`src/rtl/seq_input_pkg.sv`:
```
// Shared types and default constants for the serial-input conditioner.
package seq_input_pkg;

    typedef enum logic [1:0] {
        LOW       = 2'd0,
        PEND_HIGH = 2'd1,
        HIGH      = 2'd2,
        PEND_LOW  = 2'd3
    } deb_state_t;

    localparam int unsigned DEBOUNCE_CYCLES_DEF = 200000;
    localparam int unsigned TICK_DIV_DEF        = 20000001;

endpackage

```
`src/rtl/sync_2ff.sv`:
```
// Two-flop synchroniser for an asynchronous single-bit input.
module sync_2ff (
    input  logic clk,
    input  logic rst,
    input  logic d,
    output logic q
);

    logic s1;

    always_ff @(posedge clk or posedge rst) begin
        if (rst) begin
            s1 <= 1'b0;
            q  <= 1'b0;
        end else begin
            s1 <= d;
            q  <= s1;
        end
    end

endmodule

```
`src/rtl/seq_input_conditioner.sv`:
```
// Synchronise, debounce and strobe-sample a bouncy switch input for the sequence detector.
// Optional SEQ_EDGE_EN adds registered rise/fall pulses on the debounced level.
module seq_input_conditioner
    import seq_input_pkg::*;
#(
    parameter int unsigned DEBOUNCE_CYCLES = DEBOUNCE_CYCLES_DEF,
    parameter int unsigned TICK_DIV        = TICK_DIV_DEF
) (
    input  logic clk,
    input  logic rst,
    input  logic x_raw,
    output logic x_clean,
    output logic tick,
    output logic x_bit,
    output logic x_valid,
    output logic x_rise,
    output logic x_fall
);

    localparam int unsigned CNT_W  = $clog2(DEBOUNCE_CYCLES);
    localparam int unsigned TCNT_W = $clog2(TICK_DIV);
    localparam logic [CNT_W-1:0]  CNT_LAST  = CNT_W'(DEBOUNCE_CYCLES - 1);
    localparam logic [TCNT_W-1:0] TCNT_LAST = TCNT_W'(TICK_DIV - 1);

    logic             x_sync;
    deb_state_t       state, state_next;
    logic [CNT_W-1:0] cnt, cnt_next;
    logic             clean_next;
    logic [TCNT_W-1:0] tcnt;
    logic             tick_last;

    sync_2ff u_sync (
        .clk (clk),
        .rst (rst),
        .d   (x_raw),
        .q   (x_sync)
    );

    // Debounce state register; x_clean is registered alongside the state.
    always_ff @(posedge clk or posedge rst) begin
        if (rst) begin
            state   <= LOW;
            cnt     <= '0;
            x_clean <= 1'b0;
        end else begin
            state   <= state_next;
            cnt     <= cnt_next;
            x_clean <= clean_next;
        end
    end

    // A pending level must hold for DEBOUNCE_CYCLES edges; any reversion restarts it.
    always_comb begin
        state_next = state;
        cnt_next   = cnt;
        clean_next = x_clean;
        case (state)
            LOW: begin
                if (x_sync) begin
                    state_next = PEND_HIGH;
                    cnt_next   = '0;
                end
            end
            PEND_HIGH: begin
                if (!x_sync) begin
                    state_next = LOW;
                    cnt_next   = '0;
                end else if (cnt == CNT_LAST) begin
                    state_next = HIGH;
                    clean_next = 1'b1;
                end else begin
                    cnt_next = cnt + CNT_W'(1);
                end
            end
            HIGH: begin
                if (!x_sync) begin
                    state_next = PEND_LOW;
                    cnt_next   = '0;
                end
            end
            PEND_LOW: begin
                if (x_sync) begin
                    state_next = HIGH;
                    cnt_next   = '0;
                end else if (cnt == CNT_LAST) begin
                    state_next = LOW;
                    clean_next = 1'b0;
                end else begin
                    cnt_next = cnt + CNT_W'(1);
                end
            end
            default: begin
                state_next = LOW;
                cnt_next   = '0;
                clean_next = 1'b0;
            end
        endcase
    end

    assign tick_last = (tcnt == TCNT_LAST);

    // Free-running strobe; the sample takes x_clean as it was before the strobe edge.
    always_ff @(posedge clk or posedge rst) begin
        if (rst) begin
            tcnt    <= '0;
            tick    <= 1'b0;
            x_valid <= 1'b0;
            x_bit   <= 1'b0;
        end else begin
            tcnt    <= tick_last ? '0 : tcnt + TCNT_W'(1);
            tick    <= tick_last;
            x_valid <= tick_last;
            if (tick_last) begin
                x_bit <= x_clean;
            end
        end
    end

`ifdef SEQ_EDGE_EN
    logic clean_d;

    always_ff @(posedge clk or posedge rst) begin
        if (rst) begin
            clean_d <= 1'b0;
            x_rise  <= 1'b0;
            x_fall  <= 1'b0;
        end else begin
            clean_d <= x_clean;
            x_rise  <= x_clean & ~clean_d;
            x_fall  <= ~x_clean & clean_d;
        end
    end
`else
    assign x_rise = 1'b0;
    assign x_fall = 1'b0;
`endif

endmodule
```
`config.mk`:
```
export PLATFORM = sky130hd
export DESIGN_NAME = seq_input_conditioner
export DESIGN_NICKNAME = d
export VERILOG_FILES = /design/src/rtl/seq_input_pkg.sv /design/src/rtl/sync_2ff.sv /design/src/rtl/seq_input_conditioner.sv
export SDC_FILE = /design/constraint.sdc
export NUM_CORES = 1
export LEC_CHECK = 0
export CORE_ASPECT_RATIO = 0.75
export CORE_UTILIZATION = 43
export CTS_CLUSTER_SIZE = 14
export DETAILED_ROUTE_END_ITERATION = 8
export SYNTH_ARGS = -nofsm -noshare
export SYNTH_HDL_FRONTEND = slang
export SYNTH_SLANG_ARGS = --single-unit
```
`constraint.sdc`:
```
create_clock -name clk -period 4.8 [get_ports clk]
set_input_delay 0.48 -clock clk [delete_from_list [all_inputs] [get_ports clk]]
set_output_delay 0.48 -clock clk [all_outputs]
set_load 0.005 [all_outputs]
```
==> reports/metrics.yaml <==
status: "completed"
cp-start-kind: "flop"
r2r-start: "tcnt[7]"
yosysUniqueCellTypes: 51
yosys.area_share.adder: 0.0141
cp-startpoint: "tcnt[7]"
fmax_mhz: 431
power.density_mw_per_mm2: 268
slew_violations: 0
rsz0062_at_grt: "false"
final_hold_viol_count: 0
synthTopCellsByArea: "dfrtp_1 47%, xnor2_1 5.6%, nand4_1 4.5%"
nets: 272
setup_slack_ns: 2.48
routedWlPerCell_um: 15.5
drt_iter0_drc: 102
wirelength_mm: 5.36
min_period_ns: 2.32
hp-start: "u_sync.s1"
pre_cts_ws_ns: 2.56
power.leakage_nw: 1.16
async_reset_ff_frac: 1.00
drive_gt1_frac: 0.0749
whs_ns: 0.359
synth_area_mm2: 0.00266
antenna_found_initial: 0
postSynthAreaPerCell_um2: 10.1
io_pins: 9
numCtsBuffers: 5
syn_inst: 264
yosysSeqAreaShare: 0.471
area_growth_pct: 7.11
cts_num_sinks: 50
maxSlewHeadroom: 0.323
worst-path-max-fanout: 11
num_vias: 2015
path_class: "flop to flop"
htree_levels: 2
post-route-drc-count: 0
crit_required_ns: 4.99
yosys.area_share.simple: 0.263
place.gp.congestion: 0.821
cts-root-buf: "clkbuf_8"
cts-resized-gates: 0
grt_pass1_vias: 1883
hold_class: "flop to flop"
synth-edff-count: 0
drt_first_pass_iters: 4
tightest_slew_ns: 1.01
gr-total-overflow: 0
synth-compound-area-share: 0.0947
yosysWarnings: 0
grt_usage: 0.186
worstPathArrival_ns: 2.52
grt_pass1_wl_mm: 9.49
yosysMostFrequentCell: "dfrtp_1"
vias_per_cell: 5.84
end_kind: "flop"
path_clk_slew_ns: 0.09
hpwl_mm: 3.87
synth-seq-cells: 50
synth_top_family_by_area: "simple AND/OR/NAND/NOR gates"
muxShareOfSynthArea: 0.0122
die_h_um: 70.1
ir_drop_mv: 0.112
ys.flop_type: "dfrtp_1"
hold_buffers: 0
fp.dieW_um: 92.8
synthTopCellsByCount: "50 x dfrtp_1, 19 x nand4_1, 18 x nand2_1, 18 x nand3_1, 18 x nor2_1"
cap_violations: 0
dieArea_mm2: 0.00650
ff2ff_path_depth: 4
cts_setup_buffers: 0
insertion_delay_ns: 0.30
holdPathStages: 0
cts_tree: "yes"
num_antenna_cells: 0
synth_area_leader_cell: "dfrtp_1"
clock_path_buffers: 2
fin_worst_skew_ns: 0.00716
synth_xor_area_frac: 0.101
grt_max_degree: 51
rows: 24
synth_top_area_share: 0.471
io_buffers: 6
fp.coreArea_mm2: 0.00589
finalSetupViolCount: 0
finalSetupTns_ns: 0
ant_nets: 0
start_util: 0.451
fin_crit_sh: 0.484
through the flow:
stage / power (mW) / cell area, µm² / std cells / util
after floorplan: 0.476 / 2660 / 265 / -
after global placement: 0.488 / 2740 / 337 / 0.465
after detailed placement: 0.488 / 2740 / 337 / 0.465
after CTS: 0.770 / 2850 / 345 / 0.483
after global routing: 0.791 / 2850 / 345 / 0.483
final: 0.761 / 2850 / 345 / 0.483
metal layers:
metal	global-route usage	routed length, µm
met4	0.0513	44
met3	0.0359	259
met2	0.254	2120
met5	0	0
met1	0.295	2930
sequential cells by signal, summed over array words and instances, names as in the netlist, named ones only:
name / flops
cnt: 18
u_sync.q: 1
x_valid: 1
u_sync.s1: 1
tcnt: 25
x_clean: 1
state: 1
x_bit: 1
layout by cell type (no fill, tap or decap), types with 4 or more instances in the layout:
cell,instances
nand3_1,18
and2_1,5
or3_1,4
o211ai_1,4
xor2_1,8
o22ai_1,4
and3_1,4
nor2_1,18
dfrtp_1,50
a21oi_1,10
and4_1,8
clkbuf_8,8
inv_1,7
nor4_1,5
o21ai_0,5
nand2_1,18
xnor2_1,17
nor3_1,4
nand4_1,19
clkdlybuf4s50_1,6
nor4b_1,4
report_power, final:
part / internal (mW) / total (mW) / switching (mW)
combinational: 0.0123 / 0.0384 / 0.0261
sequential: 0.429 / 0.442 / 0.0136
clock: 0.146 / 0.281 / 0.135
total: 0.587 / 0.761 / 0.175
final timing paths:
path,endpoint,slack [ns]
min in group asynchronous,u_sync.s1,0.74
worst max-delay path,x_bit,2.48
worst max register to register,x_bit,2.48
worst min-delay path,u_sync.q,0.36
worst min register to register,u_sync.q,0.36
max in group asynchronous,tcnt[11],3.43
worst max-delay path, stage by stage, from the launching register on:
cell,delay (ns)
dfrtp_1,0.45
nor4b_1,0.51
nand4_1,0.23
nor2_1,0.64
mux2_2,0.40
cell families (layout without fill, tap and decap cells):
| kind of cell | count (synthesis) | in the layout |
|---|---|---|
| simple gates | 120 | 120 |
| flops | 50 | 50 |
| compound gates | 39 | 39 |
| xor+xnor | 28 | 28 |
| buf+inv | 20 | 22 |
| fa+ha+maj | 3 | 3 |
| mux | 3 | 3 |
| other cells | 1 | 2 |
cell type report:
class	count	area (µm²)
flip-flops and latches	50	1250
inverters	8	30.0
multi-input cells	195	1300
fillers	572	3040
repair buffers	6	60.1
well taps	78	97.6
clock buffers	8	110
Power figures use the tool's default switching activity.
